$ cat src/rtl/mul_err_monitor.sv
// Streaming error monitor for a 2x2-bit approximate multiplier: recomputes the exact
// product, accumulates error statistics over a run. Optional `MUL_ERR_SUM_EN` adds err_sum.
module mul_err_monitor #(
    parameter int ET    = 2,
    parameter int CNT_W = 16
) (
    input  logic             clk,
    input  logic             rst_n,
    input  logic             start,
    input  logic             clear,
    input  logic [CNT_W-1:0] num_samples,
    input  logic             s_valid,
    output logic             s_ready,
    input  logic [3:0]       s_op,
    input  logic [3:0]       s_res,
    output logic             busy,
    output logic             done,
    output logic [CNT_W-1:0] err_cnt,
    output logic [CNT_W-1:0] viol_cnt,
    output logic [3:0]       max_err,
`ifdef MUL_ERR_SUM_EN
    output logic [CNT_W+3:0] err_sum,
`endif
    output logic             viol
);

    typedef enum logic [1:0] {IDLE, RUN, DRAIN, DONE} state_e;

    // A 4-bit error can never exceed a threshold of 15 or more.
    localparam logic ET_OFF = (ET >= 15);

    state_e           state_q, state_d;
    logic [CNT_W-1:0] rem_q;
    logic             s1_vld_q;
    logic [3:0]       e1_q, e_d, exact;
    logic [CNT_W-1:0] err_cnt_q, viol_cnt_q;
    logic [3:0]       max_err_q;
    logic             viol_q;
    logic             xfer, start_go, viol_hit;

    assign xfer     = s_valid && s_ready;
    assign start_go = !clear && start && (state_q == IDLE || state_q == DONE);

    always_ff @(posedge clk or negedge rst_n) begin
        if (!rst_n) state_q <= IDLE;
        else        state_q <= state_d;
    end

    always_comb begin
        state_d = state_q;
        if (clear) begin
            state_d = IDLE;
        end else begin
            case (state_q)
                IDLE, DONE: if (start) state_d = (num_samples == '0) ? DONE : RUN;
                RUN:        if (xfer && rem_q == CNT_W'(1)) state_d = DRAIN;
                // Stage 1 retires into the statistics on this edge and nothing new enters.
                DRAIN:      state_d = DONE;
                default:    state_d = IDLE;
            endcase
        end
    end

    always_comb begin
        s_ready = (state_q == RUN);
        busy    = (state_q == RUN) || (state_q == DRAIN);
        done    = (state_q == DONE);
    end

    always_ff @(posedge clk or negedge rst_n) begin
        if (!rst_n)        rem_q <= '0;
        else if (clear)    rem_q <= '0;
        else if (start_go) rem_q <= num_samples;
        else if (xfer)     rem_q <= rem_q - CNT_W'(1);
    end

    // Stage 1: exact product and absolute error; a = op[1:0], b = op[3:2].
    assign exact = {2'b00, s_op[1:0]} * {2'b00, s_op[3:2]};
    assign e_d   = (exact >= s_res) ? (exact - s_res) : (s_res - exact);

    always_ff @(posedge clk or negedge rst_n) begin
        if (!rst_n) begin
            s1_vld_q <= 1'b0;
            e1_q     <= '0;
        end else begin
            s1_vld_q <= xfer && !clear;
            if (xfer) e1_q <= e_d;
        end
    end

    assign viol_hit = !ET_OFF && (32'(e1_q) > 32'(ET));

    // Stage 2: saturating statistics. viol survives a new start, only clear drops it.
    always_ff @(posedge clk or negedge rst_n) begin
        if (!rst_n) begin
            err_cnt_q  <= '0;
            viol_cnt_q <= '0;
            max_err_q  <= '0;
            viol_q     <= 1'b0;
        end else if (clear) begin
            err_cnt_q  <= '0;
            viol_cnt_q <= '0;
            max_err_q  <= '0;
            viol_q     <= 1'b0;
        end else if (start_go) begin
            err_cnt_q  <= '0;
            viol_cnt_q <= '0;
            max_err_q  <= '0;
        end else if (s1_vld_q) begin
            if (e1_q != '0 && err_cnt_q != '1) err_cnt_q <= err_cnt_q + CNT_W'(1);
            if (viol_hit && viol_cnt_q != '1) viol_cnt_q <= viol_cnt_q + CNT_W'(1);
            if (viol_hit) viol_q <= 1'b1;
            if (e1_q > max_err_q) max_err_q <= e1_q;
        end
    end

    assign err_cnt  = err_cnt_q;
    assign viol_cnt = viol_cnt_q;
    assign max_err  = max_err_q;
    assign viol     = viol_q;

`ifdef MUL_ERR_SUM_EN
    logic [CNT_W+3:0] err_sum_q;
    logic [CNT_W+4:0] sum_d;

    assign sum_d = {1'b0, err_sum_q} + (CNT_W+5)'(e1_q);

    always_ff @(posedge clk or negedge rst_n) begin
        if (!rst_n)                err_sum_q <= '0;
        else if (clear || start_go) err_sum_q <= '0;
        else if (s1_vld_q)         err_sum_q <= sum_d[CNT_W+4] ? '1 : sum_d[CNT_W+3:0];
    end

    assign err_sum = err_sum_q;
`endif

endmodule

$ cat config.mk
export PLATFORM = sky130hd
export DESIGN_NAME = mul_err_monitor
export DESIGN_NICKNAME = d
export VERILOG_FILES = /design/src/rtl/mul_err_monitor.sv
export SDC_FILE = /design/constraint.sdc
export NUM_CORES = 1
export LEC_CHECK = 0
export BUFFER_PORTS_ARGS = -buffer_cell sky130_fd_sc_hd__buf_2
export CORE_MARGIN = 10
export CORE_UTILIZATION = 45
export DETAILED_ROUTE_END_ITERATION = 10
export PLACE_DENSITY = 0.75
export SLEW_MARGIN = 5
export SYNTH_ARGS = -nofsm -noshare
export SYNTH_HDL_FRONTEND = slang
export SYNTH_SLANG_ARGS = --single-unit
export TNS_END_PERCENT = 1
$ cat constraint.sdc
create_clock -name clk -period 3.5 [get_ports clk]
set_input_delay 0.7 -clock clk [delete_from_list [all_inputs] [get_ports clk]]
set_output_delay 0.7 -clock clk [all_outputs]
set_load 0.01 [all_outputs]
==> out/qor.log <==
qor: critical_path.required 3770 ps
qor: clock_tree.cts.repair_timing.setup_buffer_count 0
qor: synth.post_synth_edffs 0
qor: clock_tree.clk_transition_reported_paths 70 ps
qor: final_layout.share_of_final_layout_standard_cells_stronger_than_drive_strength_1 0.209
qor: flow_run.timing.max_cap.violations 0
qor: floorplan.top_level_ports 69
qor: grt.track_usage 0.146
qor: sta.timing.final.max_slew_violations 0
qor: placement.routabilityCongestion 0.906
qor: sta.finalClockSkew 14.9 ps
qor: pwr.pwr_density_cell 481 nW/um^2
qor: detailed_routing.route.antenna.remaining_nets 0
qor: floorplan.height_of_the_die 110 microns
qor: critical_path.crit_chain buf_2 > and2_1 > ha_1 > ha_1 > ha_1 > o21ai_0 > nor3b_1 > a2111oi_0 > a211o_1
qor: synth.postSynthRegisterBits 60
qor: sta.max_slew_margin 0.317
qor: detailed_routing.wirelength 8530 microns
qor: critical_path.worstSetupStartpointType primary input
qor: critical_path.max_stage_delay 480 ps
qor: synth.post-synth-top-count-cell dfrtp_1
qor: final_layout.final_net_count 514
qor: clock_tree.cts.htree.levels 3
qor: floorplan.core_area 7810 sq um
qor: detailed_routing.drt_iter0_markers 98
qor: grt.grt_antenna_before_repair 0
qor: detailed_routing.vias_per_cell 5.36
qor: critical_path.worst-endpoint-arrival 2820 ps
qor: sta.finalSetupViolations 0
qor: pwr.total_leakage_power 1.94 nW
qor: synth.synth.avg_cell_area 9.33 sq um
qor: critical_path.cp-end-kind register
qor: floorplan.die_width 110 microns
qor: clock_tree.clk_root_buffer_cell clkbuf_8
qor: critical_path.largest_fanout_on_the_critical_path 6
qor: synth.yosys_warnings 0
qor: grt.grt_max_degree 52
qor: synth.dominantRegCellSynth dfrtp_1
qor: clock_tree.tritoncts_clock_tree done
qor: synth.synth_cell_type_count 52
qor: placement.dp_hpwl 6480 microns
qor: floorplan.initial_utilization 0.469
qor: detailed_routing.drt_pass1_iterations 4
qor: final_layout.antennaDiodeCount 0
qor: detailed_routing.drt_drc_violations_left 0
qor: synth.yosys-top-cells-count dfrtp_1 (60), nor2_1 (51), nand2_1 (35), xnor2_1 (31), inv_1 (24)
qor: sta.post_route_setup_slack 950 ps
qor: floorplan.die_area 12100 sq um
qor: pwr.ir_worst_vdd 0.426 mV
qor: sta.grt_setup_unrepaired no
qor: synth.mappedNetlistArea 3660 sq um
qor: final_layout.finish.utilization 0.547
qor: synth.synthArstFlopShare 1.00
qor: clock_tree.cts_hold_repair.buffers 0
qor: sta.hold_viol_final 0
qor: grt.grt_first_pass_wirelength 14600 microns
qor: final_layout.number_of_standard_cells_in_the_final_layout_excluding_fillers 571
qor: sta.finalWorstPathRequiredPeriod 2550 ps
qor: clock_tree.cts_sinks 60
qor: clock_tree.ctsLongestPathBuffers 2
qor: clock_tree.cts_resized 0
qor: critical_path.crit_path_top_delay_cell a2111oi_0
qor: sta.max_clock_freq 392 MHz
qor: clock_tree.total_clock_buffers_created_by_cts 9
qor: clock_tree.insertion_delay 330 ps
qor: sta.worst_slew_pin_slew 1020 ps
qor: outcome.run_status completed
qor: critical_path.cpMostUsedCell ha_1
qor: synth.synth_area_leaders dfrtp_1 (41%), xnor2_1 (7.4%), ha_1 (6.5%)
qor: synth.leading_area_contributor_after_synthesis dfrtp_1
qor: sta.setup_total_negative_slack 0 ps
qor: placement.placement.setup.worst_slack 655 ps
qor: worst_hold_path.hold_path_class primary input to asynchronous set/reset pin
qor: synth.mappedNetlistNets 442
qor: synth.postSynthCellCount 392
qor: placement.post-place-cells 555
qor: detailed_routing.drt-wirelength-per-cell 14.9 microns
qor: floorplan.std_cell_rows 32
qor: detailed_routing.detailroute.via_count 3063
qor: placement.io_buffer_count 68
qor: critical_path.criticalPathCategory primary input to register
qor: grt.first_global_vias 3155
qor: synth.synth.top_cell.area_share 0.410
qor: final_layout.flow.area_growth_from_synthesis 16.8%
qor: synth.fraction_of_the_yosys_area_taken_by_sequential_cells 0.410
qor: grt.grt_remaining_overflow 0
qor: sta.period_share 0.728
stage by stage:
| step | instance area (sq um) | total power, mW | hold WS (ps) |
|---|---|---|---|
| 2_1_floorplan | 3660 | 1.35 | 404 |
| 3_3_place_gp | 4110 | 1.50 | 519 |
| 3_5_place_dp | 4110 | 1.53 | 527 |
| 4_1_cts | 4270 | 2.08 | 328 |
| 5_1_grt | 4270 | 2.21 | 360 |
| 6_report | 4270 | 2.06 | 324 |
where the power goes:
group	switching (mW)	leakage, nW	total, mW	internal [mW]
clock network	0.268	0.0889	0.539	0.271
logic	0.352	1.03	0.608	0.256
registers	0.123	0.821	0.911	0.788
total	0.743	1.94	2.06	1.31
state kept, by name, indices dropped and copies added (netlist names):
| register | flops |
|---|---|
| viol_cnt | 16 |
| rem_q | 16 |
| viol | 1 |
| err_cnt | 16 |
| s1_vld_q | 1 |
| state_q | 2 |
| e1_q | 4 |
| max_err | 4 |
worst max-delay path, delay by kind of cell:
kind | cells | cell delay [ps]
buf+inv | 1 | 100
fa+ha+maj | 3 | 890
simple gates | 2 | 320
compound gates | 3 | 800
cell usage in the layout (no fill, tap or decap), types with 2 or more instances in the layout:
cell type / instances
buf_2: 68
buf_4: 2
and2_1: 5
nor3_1: 18
or4_1: 2
ha_1: 19
nand4_1: 9
dfrtp_1: 60
a21oi_1: 9
nand4_4: 2
o21ai_1: 7
nand3_1: 15
nor4b_1: 3
clkinv_2: 4
nand2_1: 35
xnor2_1: 31
inv_1: 24
nand2b_1: 5
nor2b_1: 2
a211oi_1: 3
nor2_1: 51
nor4_1: 12
clkbuf_8: 10
a211o_1: 2
or3_1: 4
nor3b_1: 3
mux2i_1: 6
o21ai_0: 17
fa_1: 2
a21o_1: 3
a211oi_2: 2
xor2_1: 11
layout make-up:
type                    count  area, sq um
flip-flops and latches     60         1500
well taps                 102          128
fillers                   736         3530
clock buffers              11          141
multi-input cells         299         2030
inverters                  24         90.1
clock inverters             5         27.5
repair buffers             70          355
path summary, 6_finish.rpt:
| path | startpoint | endpoint | slack, ps | depth (start not counted) |
|---|---|---|---|---|
| worst max register to register | state_q[1] | rem_q[7] | 1360 | 7 |
| worst min register to register | viol | viol | 530 | 2 |
| max in group asynchronous | rst_n | rem_q[11] | 2270 | 2 |
| min in group clk | viol | viol | 530 | 2 |
| worst max-delay path | s_op[0] | e1_q[3] | 950 | 9 |
| worst min-delay path | rst_n | viol_cnt[7] | 320 | 1 |
routing by layer:
layer / wire [microns] / vias up / global-route usage
met3: 549 / 15 / 0.0400
met2: 3920 / 86 / 0.232
met4: 119 / 0 / 0.0550
met5: 0 / - / 0
li1: - / 1521 / -
met1: 3940 / 1441 / 0.187
logic make-up after synthesis:
kind of cell | after synthesis | synth area share
DFF | 60 | 0.410
buffers and inverters | 33 | 0.0345
AOI/OAI and AO/OA | 53 | 0.102
and+or+nand+nor | 177 | 0.260
muxes | 6 | 0.0164
xor gates and xnor gates | 42 | 0.101
adders and majority gates | 21 | 0.0759
(Power assumes the default switching activity.)
